===== src/rtl/neuron_spike_out_arbiter.sv =====
// Round-robin arbiter and write sequencer feeding the single-word spike-out register.
// Optional accepted-word counter is enabled with the SPIKE_ARB_CNT_EN macro.
module neuron_spike_out_arbiter #(
    parameter int unsigned NUM_REQ    = 4,
    parameter int unsigned FIFO_DEPTH = 4
) (
    input  logic                        wb_clk_i,
    input  logic                        wb_rst_i,
    input  logic                        enable_i,
    input  logic [NUM_REQ-1:0]          req_valid_i,
    input  logic [32*NUM_REQ-1:0]       req_data_i,
    output logic [NUM_REQ-1:0]          req_ready_o,
    input  logic                        bus_busy_i,
    output logic [31:0]                 spike_data_o,
    output logic                        spike_write_en_o,
    output logic [$clog2(FIFO_DEPTH):0] fifo_count_o,
    output logic [15:0]                 spike_count_o
);

    localparam int unsigned DATA_W = 32;
    localparam int unsigned IDX_W  = $clog2(NUM_REQ);
    localparam int unsigned PTR_W  = $clog2(FIFO_DEPTH);
    localparam int unsigned CNT_W  = PTR_W + 1;

    localparam logic [0:0] S_IDLE  = 1'b0;
    localparam logic [0:0] S_WRITE = 1'b1;

    logic [IDX_W-1:0]  last_grant;
    logic [IDX_W-1:0]  gnt_idx;
    logic [IDX_W-1:0]  cand;
    logic              gnt_found;
    logic              grant;
    logic              push;
    logic              pop;
    logic [DATA_W-1:0] push_data;
    logic [DATA_W-1:0] mem [FIFO_DEPTH];
    logic [PTR_W-1:0]  wr_ptr;
    logic [PTR_W-1:0]  rd_ptr;
    logic [0:0]        state_q;
    logic [0:0]        state_d;

    // Round-robin search starting one past the last granted core
    always_comb begin
        gnt_found = 1'b0;
        gnt_idx   = '0;
        cand      = '0;
        for (int unsigned i = 1; i <= NUM_REQ; i++) begin
            cand = IDX_W'((32'(last_grant) + i) % NUM_REQ);
            if (!gnt_found && req_valid_i[cand]) begin
                gnt_found = 1'b1;
                gnt_idx   = cand;
            end
        end
    end

    // Full FIFO blocks grants even when a pop frees a slot this cycle
    always_comb begin
        grant       = enable_i & ~wb_rst_i & gnt_found &
                      (fifo_count_o < CNT_W'(FIFO_DEPTH));
        req_ready_o = grant ? (NUM_REQ'(1) << gnt_idx) : '0;
    end

    assign push = grant;
    assign pop  = (fifo_count_o != '0) & ~bus_busy_i;

    always_comb begin
        push_data = '0;
        for (int unsigned k = 0; k < NUM_REQ; k++) begin
            if (gnt_idx == IDX_W'(k)) begin
                push_data = req_data_i[k*DATA_W +: DATA_W];
            end
        end
    end

    always_ff @(posedge wb_clk_i) begin
        if (push) begin
            mem[wr_ptr] <= push_data;
        end
    end

    always_ff @(posedge wb_clk_i or posedge wb_rst_i) begin
        if (wb_rst_i) begin
            wr_ptr       <= '0;
            rd_ptr       <= '0;
            fifo_count_o <= '0;
            last_grant   <= IDX_W'(NUM_REQ - 1);
        end else begin
            if (push) begin
                wr_ptr     <= wr_ptr + PTR_W'(1);
                last_grant <= gnt_idx;
            end
            if (pop) begin
                rd_ptr <= rd_ptr + PTR_W'(1);
            end
            case ({push, pop})
                2'b10:   fifo_count_o <= fifo_count_o + CNT_W'(1);
                2'b01:   fifo_count_o <= fifo_count_o - CNT_W'(1);
                default: fifo_count_o <= fifo_count_o;
            endcase
        end
    end

    // Write sequencer: WRITE holds for exactly the cycles that follow a pop
    always_ff @(posedge wb_clk_i or posedge wb_rst_i) begin
        if (wb_rst_i) begin
            state_q <= S_IDLE;
        end else begin
            state_q <= state_d;
        end
    end

    always_comb begin
        state_d = S_IDLE;
        case (state_q)
            S_IDLE:  state_d = pop ? S_WRITE : S_IDLE;
            S_WRITE: state_d = pop ? S_WRITE : S_IDLE;
            default: state_d = S_IDLE;
        endcase
    end

    assign spike_write_en_o = (state_q == S_WRITE);

    always_ff @(posedge wb_clk_i or posedge wb_rst_i) begin
        if (wb_rst_i) begin
            spike_data_o <= '0;
        end else if (pop) begin
            spike_data_o <= mem[rd_ptr];
        end
    end

`ifdef SPIKE_ARB_CNT_EN
    // Saturating count of accepted words
    always_ff @(posedge wb_clk_i or posedge wb_rst_i) begin
        if (wb_rst_i) begin
            spike_count_o <= '0;
        end else if (push && (spike_count_o != 16'hFFFF)) begin
            spike_count_o <= spike_count_o + 16'd1;
        end
    end
`else
    assign spike_count_o = 16'h0000;
`endif

endmodule


===== config.mk =====
export PLATFORM = sky130hd
export DESIGN_NAME = neuron_spike_out_arbiter
export DESIGN_NICKNAME = d
export VERILOG_FILES = /design/src/rtl/neuron_spike_out_arbiter.sv
export SDC_FILE = /design/constraint.sdc
export NUM_CORES = 1
export LEC_CHECK = 0
export CAP_MARGIN = 20
export CORE_AREA = 2 2 163 165
export CTS_CLUSTER_SIZE = 10
export DETAILED_ROUTE_END_ITERATION = 10
export DIE_AREA = 0 0 165 167
export RECOVER_POWER = 25
export SYNTH_ARGS = -nofsm -noshare
export SYNTH_HDL_FRONTEND = slang
export SYNTH_SLANG_ARGS = --single-unit

===== constraint.sdc =====
create_clock -name wb_clk_i -period 2.5 [get_ports wb_clk_i]
set_input_delay 0.5 -clock wb_clk_i [delete_from_list [all_inputs] [get_ports wb_clk_i]]
set_output_delay 0.5 -clock wb_clk_i [all_outputs]
set_load 0.03 [all_outputs]

Yosys cells after proc, flatten, opt, wreduce, memory -nomap -nowiden
Memory sizes are Yosys's and may differ from the RTL's. A register that Yosys moved wholly into a read port is not among the register bits.
Cells that the tools add are included.
{ "classes": {"shift": 1, "n_eq_ne": 5, "n_mux": 25, "n_reduce_logical": 9, "n_lt_le_gt_ge": 5, "n_bitwise": 6, "n_addsub": 8} }
{ "ops": {"columns": ["operator", "count"], "rows": [
  ["32-bit 2-to-1 mux", 4],
  ["2-bit by 3-bit < comparator with 1-bit output, second input constant", 4],
  ["1-bit 2-to-1 mux", 11],
  ["2-bit by 1-bit adder with 2-bit output, second input constant", 4],
  ["1-bit binary-select mux with 2-bit select", 4],
  ["2-bit 2-to-1 mux", 4],
  ["2-bit equality test, second input constant", 3],
  ["3-bit one-hot mux with 2 select lines", 1],
  ["2-bit adder, second input constant", 2],
  ["1-bit AND", 4],
  ["2-bit by 1-bit equality test with 1-bit output, second input constant", 2],
  ["4-bit 2-to-1 mux", 1],
  ["1-bit by 2-bit left shift with 4-bit output, first input constant", 1],
  ["3-bit by 1-bit adder with 3-bit output, second input constant", 1],
  ["1-bit logical AND", 3],
  ["1-bit zero test", 3],
  ["3-bit < comparator, second input constant", 1],
  ["3-bit nonzero test", 1],
  ["3-bit by 1-bit subtractor with 3-bit output, second input constant", 1],
  ["2-bit zero test", 1],
  ["1-bit inverter", 2],
  ["2-bit nonzero test", 1]
]} }
{ "totals": {"in_bits": 136, "out_inout_bits": 56, "mem_count": 1, "ram_bits": 128, "register_bits": 10} }
{ "mem_list": {"columns": ["memory", "depth", "width", "read_ports", "rd_clocked_by_memory_dff", "write_ports", "line_no", "source"], "rows": [
  ["mem", 4, 32, 1, 1, 1, "36", "logic [DATA_W-1:0] mem [FIFO_DEPTH];"]
]} }

Longest topological paths before layout
Gate-level depths: netlist of run 1.
{ "logic_depth": {"word_depth": 18, "ltp_mapped": 10, "mapped_depth_nobuf": 9} }

Least setup slack after synthesis of run 1
Ideal clock, no wire load.
{ "synth_path": {"kind": "register to output", "startpoint": "register last_grant[0]", "endpoint": "output req_ready_o[0]", "n_path_buf": 2, "setup_slack_ns": -0.074, "stages_incl_launch_ff": 7, "t_required_ns": 2.000, "t_arrival_ns": 2.074, "cell_sequence": "dfstp_2 -> nand2b_1 -> o21ai_1 -> a211o_1 -> buf_2 -> buf_2 -> nor3_1"} }
{ "synth_between": {"elab_chain_len": 16, "elab_cells_between_ends": 30, "classes_between": "4 x add/sub; 1 x shift; 17 x mux; 2 x bitwise; 6 x reduce/logical"} }
{ "synth_rtl": {"columns": ["element", "line_no", "source"], "rows": [
  ["from (decl)", "28", "logic [IDX_W-1:0] last_grant;"],
  ["from (signal assigned)", "86", "last_grant <= IDX_W'(NUM_REQ - 1);"],
  ["from (signal assigned)", "90", "last_grant <= gnt_idx;"],
  ["2-bit by 1-bit adder with 2-bit output", "48", "cand = IDX_W'((32'(last_grant) + i) % NUM_REQ);"],
  ["1-bit binary-select mux with 2-bit select", "49", "if (!gnt_found && req_valid_i[cand]) begin"],
  ["1-bit 2-to-1 mux (not written as such)", "49", null],
  ["1-bit 2-to-1 mux", "49", null],
  ["1-bit zero test", "49", null],
  ["1-bit logical AND", "49", null],
  ["1-bit 2-to-1 mux", "49", null],
  ["1-bit zero test", "49", null],
  ["1-bit logical AND", "49", null],
  ["1-bit 2-to-1 mux", "49", null],
  ["1-bit zero test", "49", null],
  ["1-bit logical AND", "49", null],
  ["1-bit 2-to-1 mux", "49", null],
  ["1-bit AND (2 in series)", "58", "grant = enable_i & ~wb_rst_i & gnt_found &"],
  ["4-bit 2-to-1 mux (*)", "60", "req_ready_o = grant ? (NUM_REQ'(1) << gnt_idx) : '0;"],
  ["to (decl)", "12", "output logic [NUM_REQ-1:0] req_ready_o,"]
]} }
Mark *: on every way between the ends. The rest lies on a longest branch, timed or not. The select of a mux whose other input is x is not followed.

Final worst setup path of run 1
{ "layout_path": {"startpoint": "input enable_i", "endpoint": "output req_ready_o[0]"} }
{ "layout_between": {"elab_chain_len": 4} }
{ "layout_rtl": {"columns": ["element", "line_no", "source"], "rows": [
  ["from (decl)", "9", "input logic enable_i,"],
  ["1-bit AND (3 in series)", "58", null],
  ["4-bit 2-to-1 mux", "60", null]
]} }
Every way passes these cells.

==> results by group, run 1 <==
Clocking
  – H-tree Lvls: 4
  – Clock latency on the worst-skew pair: about 0.4 ns
  – CTS buffer count: 17
  – CTS tree: built
  – Clock transition at path regs: around 0.06 ns
  – Clock root buffer: clkbuf_16
  – Clk sinks: 170
  – Buffer levels on the longest clock path: 2

Power
  – Clock power frac: 22.6%
  – Seq pwr share: a little under two fifths
  – PwrDens: 1100 nW/µm²
  – Final Power: between 0.01 and 0.015 W
  – Switching power: roughly 0.0038 W
  – Int Power: around 0.008 W
  – Part of the power in combinational logic: between 40% and 50%
  – Leakage: 3.99 nW
  – Fraction of power spent switching nets: 32.5%
  – Peak VDD IR: 0.555 mV

Critical path
  – CP Max Fanout: 4
  – CP peak stage delay: approximately 0.46 ns
  – Crit path max-delay family: buffers and inverters
  – Data arrival time of the worst path: approximately 2 ns
  – CP Class: in -> out
  – Critical Path Most Common Cell: buf_4
  – CP max stage cell: clkdlybuf4s50_1
  – Worst path bufs/invs: 4
  – Crit. End Element: output pin
  – CP Launch Type: input port
  – CP required: approximately 2.0 ns
  – Worst-path cell chain: clkdlybuf4s50_1, or3b_4, a21oi_2, buf_4, inv_2, nor3_2, buf_4

Finish
  – Filler cells: 2313
  – # diodes: 0
  – Synthesis-to-finish area growth: 38.5%
  – Layout Nets: 775
  – Layout cells sized above 1: between 20 and 25%

Floorplan
  – Die X: between 150 and 200 µm
  – Core area: ~26000 µm²
  – Die Span Y: ~170 µm
  – Initial Util: ~30%
  – Cell Rows: just under 60
  – Boundary Pins: roughly 190
  – Area of the die: roughly 28000 µm²

Job
  – Max Cap Violations: 0

Logic synthesis
  – Post-synth top flop: edfxtp_1
  – #FFs+latches synth: 170
  – FFs w/ async S/R, synth: between 20% and 30%
  – Area leader, netlist: edfxtp_1
  – Gate Count Post-Synth: roughly 420
  – Syn. warnings: 0
  – Share of the synthesized area in the top cell type: a little over 50%
  – Ranking of synthesized cells by area: edfxtp_1 (50%), dfrtp_1 (13%), mux2i_1 (13%)
  – Netlist cell types: 34
  – Number of synthesized flops with an enable pin: approximately 130
  – Seq/Total Area, Yosys: 64.2%
  – Syn avg cell area: about 18 µm²
  – Top cells by count, synth: edfxtp_1 (128), mux2i_1 (97), dfrtp_1 (40)
  – Top-count cell post-synth: edfxtp_1
  – Synth Cell Area: approximately 7600 µm²

Timing
  – Setup Viol. Count Final: 0
  – Min cycle time layout: approximately 2.4 ns
  – Hold Worst Slack: 0.510 ns
  – Max-slew violation count: 0
  – Final hold violation count: 0
  – Final clock skew: around 0.0063 ns
  – Relative slew slack: between 20 and 30%
  – Max Fclk: just over 0.4 GHz
  – Final cycle utilization of the critical path: a little under 100%
  – Worst Tran Pin Value: around 1.1 ns

Global route
  – First-pass GRT wire length: 25.6 mm
  – Tot GR Track Use: around an eighth
  – Initial antenna violation count: 0
  – Total gr overflow: 0
  – Largest net degree at the start of global routing: 36
  – Vias in the first global route: between 4000 and 5000

Placed design
  – GPL Wtd Cong: ~0.72
  – IO Port Bufs: approximately 180
  – Final HPWL DP: about 12 mm

Detailed routing
  – Iter 0 DRT Violations: around 170
  – Via Count: 4411
  – DR DRC count: 0
  – Pre-Repair DR Iteration Count: 4
  – WL final: about 17 mm
  – Vias per inst: 4.50
  – DRT antenna net count: 0
  – WL/cell: about 17 µm

Min path
  – Worst Hold Class: reg -> reg

Run status
  – Status: finished, final reports clean
==> kinds of logic (layout without fill, tap and decap cells) <==
group / count (synthesis) / count (layout) / synth area share, %
flip-flops: 170 / 170 / 64.2
multiplexers: 162 / 162 / 27.0
buffers and inverters: 48 / 255 / 4.59
AND/OR/NAND/NOR: 23 / 23 / 1.64
AO/OA/AOI/OAI: 8 / 8 / 0.705
adder cells (fa/ha/maj): 6 / 6 / 1.08
XOR/XNOR: 6 / 6 / 0.689
other: 1 / 16 / 0.0492
==> per-layer routing <==
layer	wire length, µm	global-route usage (%)	part of all wire (%)
met4	164	2.87	0.97
met5	0	0	0
met1	6780	14.3	40
met3	803	3.44	4.8
met2	9090	22.6	54
==> power groups by stage <==
| stage | combinational, W | clock, W | sequential (W) |
|---|---|---|---|
| 6_report | 0.00465 | 0.00262 | 0.00431 |
| 5_1_grt | 0.00500 | 0.00281 | 0.00438 |
| 4_1_cts | 0.00473 | 0.00269 | 0.00433 |
| 3_5_place_dp | 0.00469 | 0 | 0.00438 |
| 3_3_place_gp | 0.00456 | 0 | 0.00436 |
| 2_1_floorplan | 0.00263 | 0 | 0.00477 |
==> state kept, by name (all words and copies together), names as in the netlist <==
signal            cells
mem                 128
spike_data_o         32
fifo_count_o          3
last_grant            2
rd_ptr                2
wr_ptr                2
spike_write_en_o      1
==> cell usage in the layout (no fill, tap or decap), types with 2 or more instances in the layout <==
cell type / n
inv_1: 8
edfxtp_1: 128
inv_6: 2
and2_2: 4
bufinv_16: 2
o21ai_1: 2
mux4_2: 32
nor2_1: 3
xnor2_1: 3
buf_4: 30
clkbuf_1: 3
xor2_1: 3
dfrtp_1: 38
dfrtp_2: 2
dfstp_2: 2
buf_12: 8
nor3_1: 2
clkinv_4: 2
nor2_2: 2
ha_1: 5
nand2b_1: 2
clkinvlp_4: 3
mux2_2: 33
clkbuf_2: 2
mux2i_1: 97
clkbuf_16: 17
clkbuf_8: 2
clkinv_2: 2
dlymetal6s2s_1: 2
conb_1: 16
nand2_1: 2
clkdlybuf4s50_1: 169
==> path summary, 6_finish.rpt <==
check,from,cells past startpoint,endpoint,slack (ns)
min,spike_data_o[31]$_DFFE_PP0P_,1,spike_data_o[31]$_DFFE_PP0P_,0.51
min in group asynchronous,wb_rst_i,3,fifo_count_o[2]$_DFFE_PP0P_,0.59
max in group asynchronous,wb_rst_i,4,spike_data_o[14]$_DFFE_PP0P_,0.91
max,enable_i,7,req_ready_o[0],0.05
max reg2reg,fifo_count_o[2]$_DFFE_PP0P_,6,mem[1][6]$_DFFE_PP_,0.31
min reg2reg,spike_data_o[31]$_DFFE_PP0P_,1,spike_data_o[31]$_DFFE_PP0P_,0.51
==> stage by stage <==
stage,util [%],worst slack [ns],cell area (µm²),instances,setup TNS [ns]
6_report,41.0,0.0517,10600,981,0
5_1_grt,41.0,-0.0134,10600,981,-0.0319
4_1_cts,40.9,0.000255,10500,979,0
3_5_place_dp,38.5,-0.0951,9920,945,-7.98
3_3_place_gp,38.5,-0.0671,9920,945,-1.06
2_1_floorplan,-,0.00917,7690,439,0
==> worst reg2reg max path, cell delays in order, from the launching register on <==
cell and delay, ns:
dfrtp_1 0.45, or3b_4 0.44, a21oi_2 0.12, buf_4 0.14, clkbuf_1 0.27, and2_2 0.25
buf_4 0.22
==> area by class of cell <==
cell class	instances	area [µm²]	area share, %
clock buffer	20	457	4.32
sequential	170	4900	46.4
tap	335	419	3.97
clock inverter	12	139	1.31
timing repair buffer	214	2130	20.1
multi-input combinational	221	2490	23.5
inverter	9	33.8	0.320
==> timing repair <==
item,CTS,global route
endpoints found under the setup margin,4,4
gates cloned,0,0
resized for setup,2,7
hold buffers,0,0
pin swaps,1,4
hold endpoints to repair,0,0
setup buffers,2,2
No activity file was read; power rests on OpenSTA's default activity.
==> run 2: changes to the inputs <==
clock period = 2.4 ns   (was 2.5 ns; I/O delays follow)
==> run 2 against run 1 <==
Critical path depth shrank 2. First-iteration DRC count shrank 16%. Register-to-register slack worse by 0.17 ns. Power increased by 4.1%. Flip-flop and latch count unchanged. Clock-buffer cell count fell by 2. Non-clock buffer count up 6. Setup slack lost 0.0043 ns. Clock power up 4%. Hold slack worse by 0.28 ns. Cell count increased by 0.61%. Die area stayed put. Critical path type is now reg -> out.
==> results by group, run 2 (synthesis gave the netlist of run 1 again) <==
Run status
  – Status: finished, final reports clean

Critical path
  – Worst-case reg-to-reg path depth: 7
  – CP required: between 1.5 and 2 ns
  – Crit path max-delay family: flip-flops
  – CP Class: reg -> out
  – CP Max Fanout: 5
  – CP Launch Type: register
  – Crit. End Element: output pin
  – CP peak stage delay: roughly 0.56 ns
  – Worst path bufs/invs: 1
  – Worst-path cell chain: nand2b_4, o21ai_2, a211o_2, nor3b_2, buf_4
  – Stages on the worst setup path: 5
  – CP max stage cell: dfstp_2
  – Data arrival time of the worst path: 1.87 ns

Global route
  – First-pass GRT wire length: ~25 mm
  – Total gr overflow: 0
  – Vias in the first global route: ~4700
  – Initial antenna violation count: 0
  – Largest net degree at the start of global routing: 38
  – Tot GR Track Use: between 10% and 20%

Power
  – Leakage: 4.04 nW
  – Peak VDD IR: 0.387 mV
  – PwrDens: approximately 1100 nW/µm²

Detailed routing
  – DRT antenna net count: 0
  – WL/cell: between 15 and 20 µm
  – Iter 0 DRT Violations: 140
  – WL final: 16.3 mm
  – DR DRC count: 0
  – Via Count: ~4400
  – Pre-Repair DR Iteration Count: 4
  – Vias per inst: 4.43

Timing
  – Setup repair after global routing missed its margin: yes
  – Max-slew violation count: 0
  – Min cycle time layout: ~2.4 ns
  – Final cycle utilization of the critical path: 98.0%
  – Max Fclk: between 0.4 and 0.5 GHz
  – Setup Viol. Count Final: 0
  – Worst Tran Pin Value: ~1.1 ns
  – Final hold violation count: 0
  – Relative slew slack: between 20% and 30%
  – Final clock skew: about 0.011 ns

Floorplan
  – Die X: ~170 µm
  – Core area: between 20000 and 30000 µm²
  – Die Span Y: approximately 170 µm
  – Initial Util: 29.6%
  – Area of the die: 27600 µm²
  – Boundary Pins: approximately 190
  – Cell Rows: 59

Finish
  – Most frequent cells in the layout: clkdlybuf4s50_1 (153), edfxtp_1 (128), mux2i_1 (97)
  – Filler cells: between 2000 and 2500
  – Synthesis-to-finish area growth: 39.7%
  – # diodes: 0
  – Reg with most FFs: mem
  – Post-Layout Cell Count: a little under 1000
  – Layout Nets: about 780
  – Most common cell after layout, fill and taps aside: clkdlybuf4s50_1
  – Layout cells sized above 1: approximately a quarter
  – Top flop regs: mem: 128 flops, spike_data_o: 32 flops, fifo_count_o: 3 flops
  – Max reg flops: around 130
  – Final core occ: around two fifths

Clocking
  – CTS tree: built
  – Buffer levels on the longest clock path: 2
  – H-tree Lvls: 4
  – Clock latency on the worst-skew pair: ~0.42 ns
  – Clock transition at path regs: approximately 0.070 ns
  – Clk sinks: 170
  – CTS buffer count: 17
  – Clock root buffer: clkbuf_16

Job
  – Max Cap Violations: 0

Placed design
  – Final HPWL DP: roughly 11 mm
  – Cell count after placement: 945
  – GPL Wtd Cong: ~0.64
  – IO Port Bufs: about 180

Min path
  – Worst Hold Class: in -> async
-- run 2: what timing repair did --
item | CTS | global route
resized for setup | 9 | 7
hold buffers | 0 | 0
endpoints found under the setup margin | 4 | 80
pin swaps | 3 | 5
buffers inserted | 7 | 4
-- run 2: per-stage QoR --
step                cell area, µm²  TNS (ns)  setup WS, ns  total power, W  hold WS (ns)
floorplan                     7690         0        0.0924         0.00770         0.473
global placement              9980     -9.24        -0.110         0.00929         0.488
detailed placement            9980    -24.43        -0.217         0.00947         0.496
CTS                          10700         0       0.00296          0.0123         0.378
global route                 10700   -0.0121       -0.0121          0.0128         0.272
finish                       10700         0        0.0474          0.0121         0.233
-- run 2: worst register-to-register path, cell delays in order, from the launching register on --
cell	delay [ns]
dfstp_2	0.56
nand2b_4	0.13
o21ai_2	0.06
a211o_2	0.39
buf_4	0.15
buf_4	0.13
buf_4	0.22
mux2i_1	0.40
-- run 2: area by class of cell --
| class | instances | area, µm² | area share (%) |
|---|---|---|---|
| clock buffers | 18 | 429 | 4.03 |
| clock inverters | 14 | 164 | 1.54 |
| inverters | 9 | 36.3 | 0.340 |
| multi-input cells | 221 | 2490 | 23.4 |
| flip-flops and latches | 170 | 4900 | 46.0 |
| well taps | 335 | 419 | 3.93 |
| repair buffers | 220 | 2220 | 20.8 |
-- run 2: final timing paths --
path / slack [ns] / from / endpoint
max: 0.05 / last_grant[0]$_DFFE_PP1P_ / req_ready_o[1]
min: 0.23 / wb_rst_i / fifo_count_o[2]$_DFFE_PP0P_
max reg2reg: 0.14 / last_grant[0]$_DFFE_PP1P_ / mem[0][2]$_DFFE_PP_
min reg2reg: 0.50 / spike_data_o[24]$_DFFE_PP0P_ / spike_data_o[24]$_DFFE_PP0P_
max in group asynchronous: 0.73 / wb_rst_i / rd_ptr[0]$_DFFE_PP0P_
min in group wb_clk_i: 0.50 / spike_data_o[24]$_DFFE_PP0P_ / spike_data_o[24]$_DFFE_PP0P_
-- run 2: routing by layer --
layer  GRT usage, %  vias up  share of wire (%)
li1               -     2052                  -
met1           14.5     2181                 41
met2           21.9      127                 53
met3           2.79        9                4.9
met4           3.18        0               0.86
met5              0        -                  0
-- run 2: power breakdown --
group / leakage (nW) / total (W) / switching [W] / internal [W]
clock network: 0.291 / 0.00272 / 0.00115 / 0.00156
logic: 2.11 / 0.00495 / 0.00248 / 0.00247
registers: 1.64 / 0.00439 / 0.000301 / 0.00409
total: 4.04 / 0.0121 / 0.00394 / 0.00812
